<file path="src/rtl/freq_divider_by3.sv">
// freq_divider_by3: divide-by-3 clock generator with 50 % duty cycle.
// Rev 1.0 - initial release.
`default_nettype none

module freq_divider_by3 (
  input  logic clk,
  input  logic rst,
  output logic clk_out
);

  logic [1:0] cnt_q;
  logic [1:0] cnt_d;
  logic       pos_q;
  logic       neg_q;

  always_comb begin
    cnt_d = 2'd0;
    case (cnt_q)
      2'd0:    cnt_d = 2'd1;
      2'd1:    cnt_d = 2'd2;
      default: cnt_d = 2'd0;
    endcase
  end

  always_ff @(posedge clk) begin
    if (!rst) begin
      cnt_q <= 2'd0;
      pos_q <= 1'b0;
    end else begin
      cnt_q <= cnt_d;
      pos_q <= (cnt_q == 2'd2);
    end
  end

  // Half-cycle retime of pos_q stretches the high phase to 1.5 clk periods.
  always_ff @(negedge clk) begin
    if (!rst) begin
      neg_q <= 1'b0;
    end else begin
      neg_q <= pos_q;
    end
  end

  assign clk_out = pos_q | neg_q;

endmodule

`default_nettype wire

</file>
<file path="config.mk">
export PLATFORM = sky130hd
export DESIGN_NAME = freq_divider_by3
export DESIGN_NICKNAME = d
export VERILOG_FILES = /design/src/rtl/freq_divider_by3.sv
export SDC_FILE = /design/constraint.sdc
export NUM_CORES = 1
export LEC_CHECK = 0
export ABC_AREA = 0
export ABC_CLOCK_PERIOD_IN_PS = 800
export CAP_MARGIN = 20
export CORE_AREA = 10 10 47 49
export DETAILED_ROUTE_END_ITERATION = 8
export DIE_AREA = 0 0 57 59
export GPL_TIMING_DRIVEN = 0
export PLACE_DENSITY = 0.35
export SYNTH_ARGS = -nofsm -noshare
export SYNTH_HDL_FRONTEND = slang
export SYNTH_SLANG_ARGS = --single-unit
export TNS_END_PERCENT = 10
</file>
<file path="constraint.sdc">
create_clock -name clk -period 0.8 [get_ports clk]
set_input_delay 0.16 -clock clk [delete_from_list [all_inputs] [get_ports clk]]
set_output_delay 0.16 -clock clk [all_outputs]
set_load 0.01 [all_outputs]
</file>
# Word level (Yosys, flattened, before mapping)
# Cells that the tools add are included.
[word_totals]
reg_bits = 4
inputBits = 2
output_inout_bits = 1
wordCells = 8
[op_classes]
n_eq_ne = 2
n_mux = 1
bitwise_logic = 1
reduce_logical = 1
[op_table]
columns = ["op", "n"]
rows = [
  ["2-bit case mux with 2 select lines", 1],
  ["2-bit by 1-bit equality test with 1-bit output (second input constant)", 1],
  ["2-bit equality test (second input constant)", 1],
  ["2-bit zero test", 1],
  ["1-bit OR", 1],
]

# Logic depth before layout (Yosys ltp)
[logic_depth]
depth_word = 2
ltp_mapped = 1
ltp_nobuf = 1

==> impl_results.html <==
<table>
<tr><th>Metric</th><th>Value</th></tr>
<tr><th colspan="2">Setup path</th></tr>
<tr><td>Kind of critical path</td><td>flip-flop to output port</td></tr>
<tr><td>Required time of the critical path</td><td>0.64 ns</td></tr>
<tr><td>Critical Path Sink Type</td><td>output port</td></tr>
<tr><td>Type of origin of the critical path</td><td>flip-flop</td></tr>
<tr><td>Maximum net fanout on the critical path</td><td>1</td></tr>
<tr><td>Critical Path AT</td><td>1.29 ns</td></tr>
<tr><th colspan="2">Route</th></tr>
<tr><td>Count of routing violations after the opening detailed-route iteration</td><td>0</td></tr>
<tr><td>Number of vias after detailed routing</td><td>slightly below 90</td></tr>
<tr><td>Per-cell via count in the routed design</td><td>~2.7</td></tr>
<tr><td>Average detailed-routed wire length per instance</td><td>7.594 um</td></tr>
<tr><td>Number of nets with antenna violations after detailed routing</td><td>0</td></tr>
<tr><td>DRC errors left</td><td>0</td></tr>
<tr><td>DRT Pass-1 Iters</td><td>1</td></tr>
<tr><td>Total detailed-routing wirelength</td><td>243 um</td></tr>
<tr><th colspan="2">Die</th></tr>
<tr><td>Die height</td><td>between 50 and 60 um</td></tr>
<tr><td>Num ports</td><td>3</td></tr>
<tr><td>Die Outline Area</td><td>3363 um^2</td></tr>
<tr><td>Die width</td><td>57 um</td></tr>
<tr><td>Core region area</td><td>1401 um^2</td></tr>
<tr><td>Num rows</td><td>14</td></tr>
<tr><td>Initial cell density of the core</td><td>a little under a tenth</td></tr>
<tr><th colspan="2">STA</th></tr>
<tr><td>Setup WS post-layout</td><td>-0.6524 ns</td></tr>
<tr><td>Setup violators final</td><td>2</td></tr>
<tr><td>Hold violation total from the final report</td><td>0</td></tr>
<tr><td>Final worst clock skew</td><td>0.05270 ns</td></tr>
<tr><td>Worst max-slew margin expressed relative to the limit</td><td>92.53%</td></tr>
<tr><td>Final max-slew violation count</td><td>0</td></tr>
<tr><td>Total negative setup slack</td><td>-0.7305 ns</td></tr>
<tr><td>Actual slew at the worst max-slew pin</td><td>0.1116 ns</td></tr>
<tr><td>RSZ-0062 raised after global routing</td><td>yes</td></tr>
<tr><th colspan="2">Min path</th></tr>
<tr><td>Min-delay worst type</td><td>input pin to flip-flop</td></tr>
<tr><th colspan="2">Clocking</th></tr>
<tr><td>Worst-Skew Late Latency</td><td>0.29 ns</td></tr>
<tr><td>CTS root buffer</td><td>sky130_fd_sc_hd__clkbuf_4</td></tr>
<tr><td>Clock sink total</td><td>4</td></tr>
<tr><td>CTS H-tree lvls</td><td>1</td></tr>
<tr><td>Clock-pin transition on the worst setup and hold timing paths</td><td>0.04 ns</td></tr>
<tr><td>Clock tree from TritonCTS</td><td>done</td></tr>
<tr><td>Max Root-Sink Buffers</td><td>2</td></tr>
<tr><td>Clock buffers created by TritonCTS</td><td>3</td></tr>
<tr><th colspan="2">Global routing</th></tr>
<tr><td>Pin count of the biggest net entering global routing</td><td>5</td></tr>
<tr><td>M3 GR Usage</td><td>2.790%</td></tr>
<tr><td>Initial antenna violation count</td><td>0</td></tr>
<tr><td>Highest-utilization routing layer at the global route stage</td><td>met4</td></tr>
<tr><td>Vias in the first global route</td><td>100</td></tr>
<tr><td>Met2 Track Usage GR</td><td>around 1.9%</td></tr>
<tr><td>First-pass GRT wire length</td><td>393 um</td></tr>
<tr><td>Final global-route overflow total</td><td>0</td></tr>
<tr><td>Tot GR Track Use</td><td>under 10%</td></tr>
<tr><td>Routing usage on met1</td><td>1.305%</td></tr>
<tr><th colspan="2">Run</th></tr>
<tr><td>Maxcap violations</td><td>0</td></tr>
<tr><th colspan="2">Power and ir drop</th></tr>
<tr><td>Switching power as a share of total power</td><td>21.58%</td></tr>
<tr><td>Sequential Power Share</td><td>about two fifths</td></tr>
<tr><td>Static Leakage</td><td>between 0.00008 and 0.00009 uW</td></tr>
<tr><td>Cell Int Power</td><td>419.6 uW</td></tr>
<tr><td>Part of the total power dissipated in combinational logic</td><td>~3.8%</td></tr>
<tr><td>Largest voltage drop on the vdd net</td><td>0.3776 mV</td></tr>
<tr><td>Net load switching power</td><td>115.5 uW</td></tr>
<tr><td>Power Density</td><td>2870 nW/um^2</td></tr>
<tr><td>Total power draw</td><td>535.0 uW</td></tr>
<tr><td>Part of the power in the clock network</td><td>55.3%</td></tr>
<tr><th colspan="2">Yosys</th></tr>
<tr><td>Net count of the mapped netlist</td><td>12</td></tr>
<tr><td>Syn Area/Cell</td><td>12.64 um^2</td></tr>
<tr><td>Total of flip-flops plus latches after synthesis</td><td>4</td></tr>
<tr><td>Gate count after technology mapping</td><td>10</td></tr>
<tr><td>Sequential element share of the synthesized area</td><td>63.37%</td></tr>
<tr><td>Count of warnings emitted by yosys</td><td>0</td></tr>
<tr><td>Count of unique library cells instantiated by Yosys</td><td>6</td></tr>
<tr><td>Total standard cell area after synthesis</td><td>126.4 um^2</td></tr>
<tr><th colspan="2">Cells and area</th></tr>
<tr><td>Number of standard cells in the layout, taps in and fillers out</td><td>32</td></tr>
<tr><td>Share of the core filled with cells</td><td>13.30%</td></tr>
<tr><td>Diodes inserted</td><td>0</td></tr>
<tr><td>Fraction of layout cells with a size suffix above 1</td><td>31.25%</td></tr>
<tr><td>Number of nets in the final layout</td><td>19</td></tr>
<tr><td>Synth-to-Final Area Change</td><td>47.53%</td></tr>
<tr><th colspan="2">Run status</th></tr>
<tr><td>Failing checks</td><td>setup timing</td></tr>
<tr><td>Run status</td><td>finished, violations left</td></tr>
<tr><th colspan="2">Placement</th></tr>
<tr><td>GPL Wtd Cong</td><td>just over 0.6</td></tr>
<tr><td>Placed insts</td><td>28</td></tr>
<tr><td>IO Port Bufs</td><td>2</td></tr>
</table>
==> timing repair <==
item / 4_1_cts / 5_1_grt
buffers inserted: 0 / 0
resized for setup: 5 / 0
hold buffers: 0 / 0
setup endpoints to repair: 2 / 2
==> worst max-delay path: stages (launching register included) <==
cell and delay [ns]:
sky130_fd_sc_hd__dfxtp_1 0.28, sky130_fd_sc_hd__or2_1 0.19, sky130_fd_sc_hd__buf_2 0.14
==> cell families after synthesis <==
group / Yosys count / synth area share, %
AND/OR/NAND/NOR: 5 / 33.67
flip-flops: 4 / 63.37
buffers and inverters: 1 / 2.967
==> cell type report <==
| cell class | count | area [um^2] |
|---|---|---|
| clock buffer | 4 | 26.28 |
| clock inverter | 1 | 3.754 |
| fill | 173 | 1215 |
| multi-input combinational | 5 | 42.54 |
| sequential | 4 | 80.08 |
| tap | 16 | 20.02 |
| timing repair buffer | 2 | 13.76 |
==> cells in the final DEF (no fill, tap or decap), drive strengths merged <==
master,Yosys,routed
dlygate4sd2,0,1
clkbuf,0,4
buf,0,1
and3b,2,2
inv,1,1
or2,1,1
nor3b,1,1
dfxtp,4,4
and2,1,1
==> power groups by stage <==
stage	Clock (uW)	Combinational, uW	Sequential, uW
6_report	296	20.4	219
5_1_grt	329	22.8	220
4_1_cts	316	21.0	219
3_5_place_dp	15.6	25.0	222
3_3_place_gp	15.6	24.2	221
2_1_floorplan	15.6	12.6	220
==> per-layer routing <==
metal / up-vias / wire length (um)
met4: 0 / 0
li1: 43 / -
met3: 0 / 46
met1: 41 / 90
met2: 3 / 106
met5: - / 0
==> synthesized netlist by cell type, drive strengths merged <==
master	number	share of area, %
and2	1	5.0
or2	1	5.0
dfxtp	4	63
nor3b	1	9.9
and3b	2	14
inv	1	3.0
==> registers in the layout, summed over array words and instances, names as in the netlist <==
name,cells
neg_q,1
cnt_q,2
pos_q,1
==> worst paths after layout <==
kind	endpoint	start	cells past startpoint	slack [ns]
max	clk_out	neg_q	2	-0.65
min	cnt_q[1]	rst	2	0.36
max reg2reg	neg_q	pos_q	1	-0.08
min reg2reg	cnt_q[0]	cnt_q[1]	1	0.45
==> through the flow <==
step / setup slack (ns) / instance area, um^2 / hold slack (ns)
6_report: -0.6524 / 186.4 / 0.3643
5_1_grt: -0.7044 / 186.4 / 0.3832
4_1_cts: -0.6696 / 186.4 / 0.3557
3_5_place_dp: -0.7050 / 166.4 / 0.4431
3_3_place_gp: -0.7026 / 166.4 / 0.4283
2_1_floorplan: -0.2636 / 126.4 / 0.3171
No activity file was read; power rests on OpenSTA's default activity.
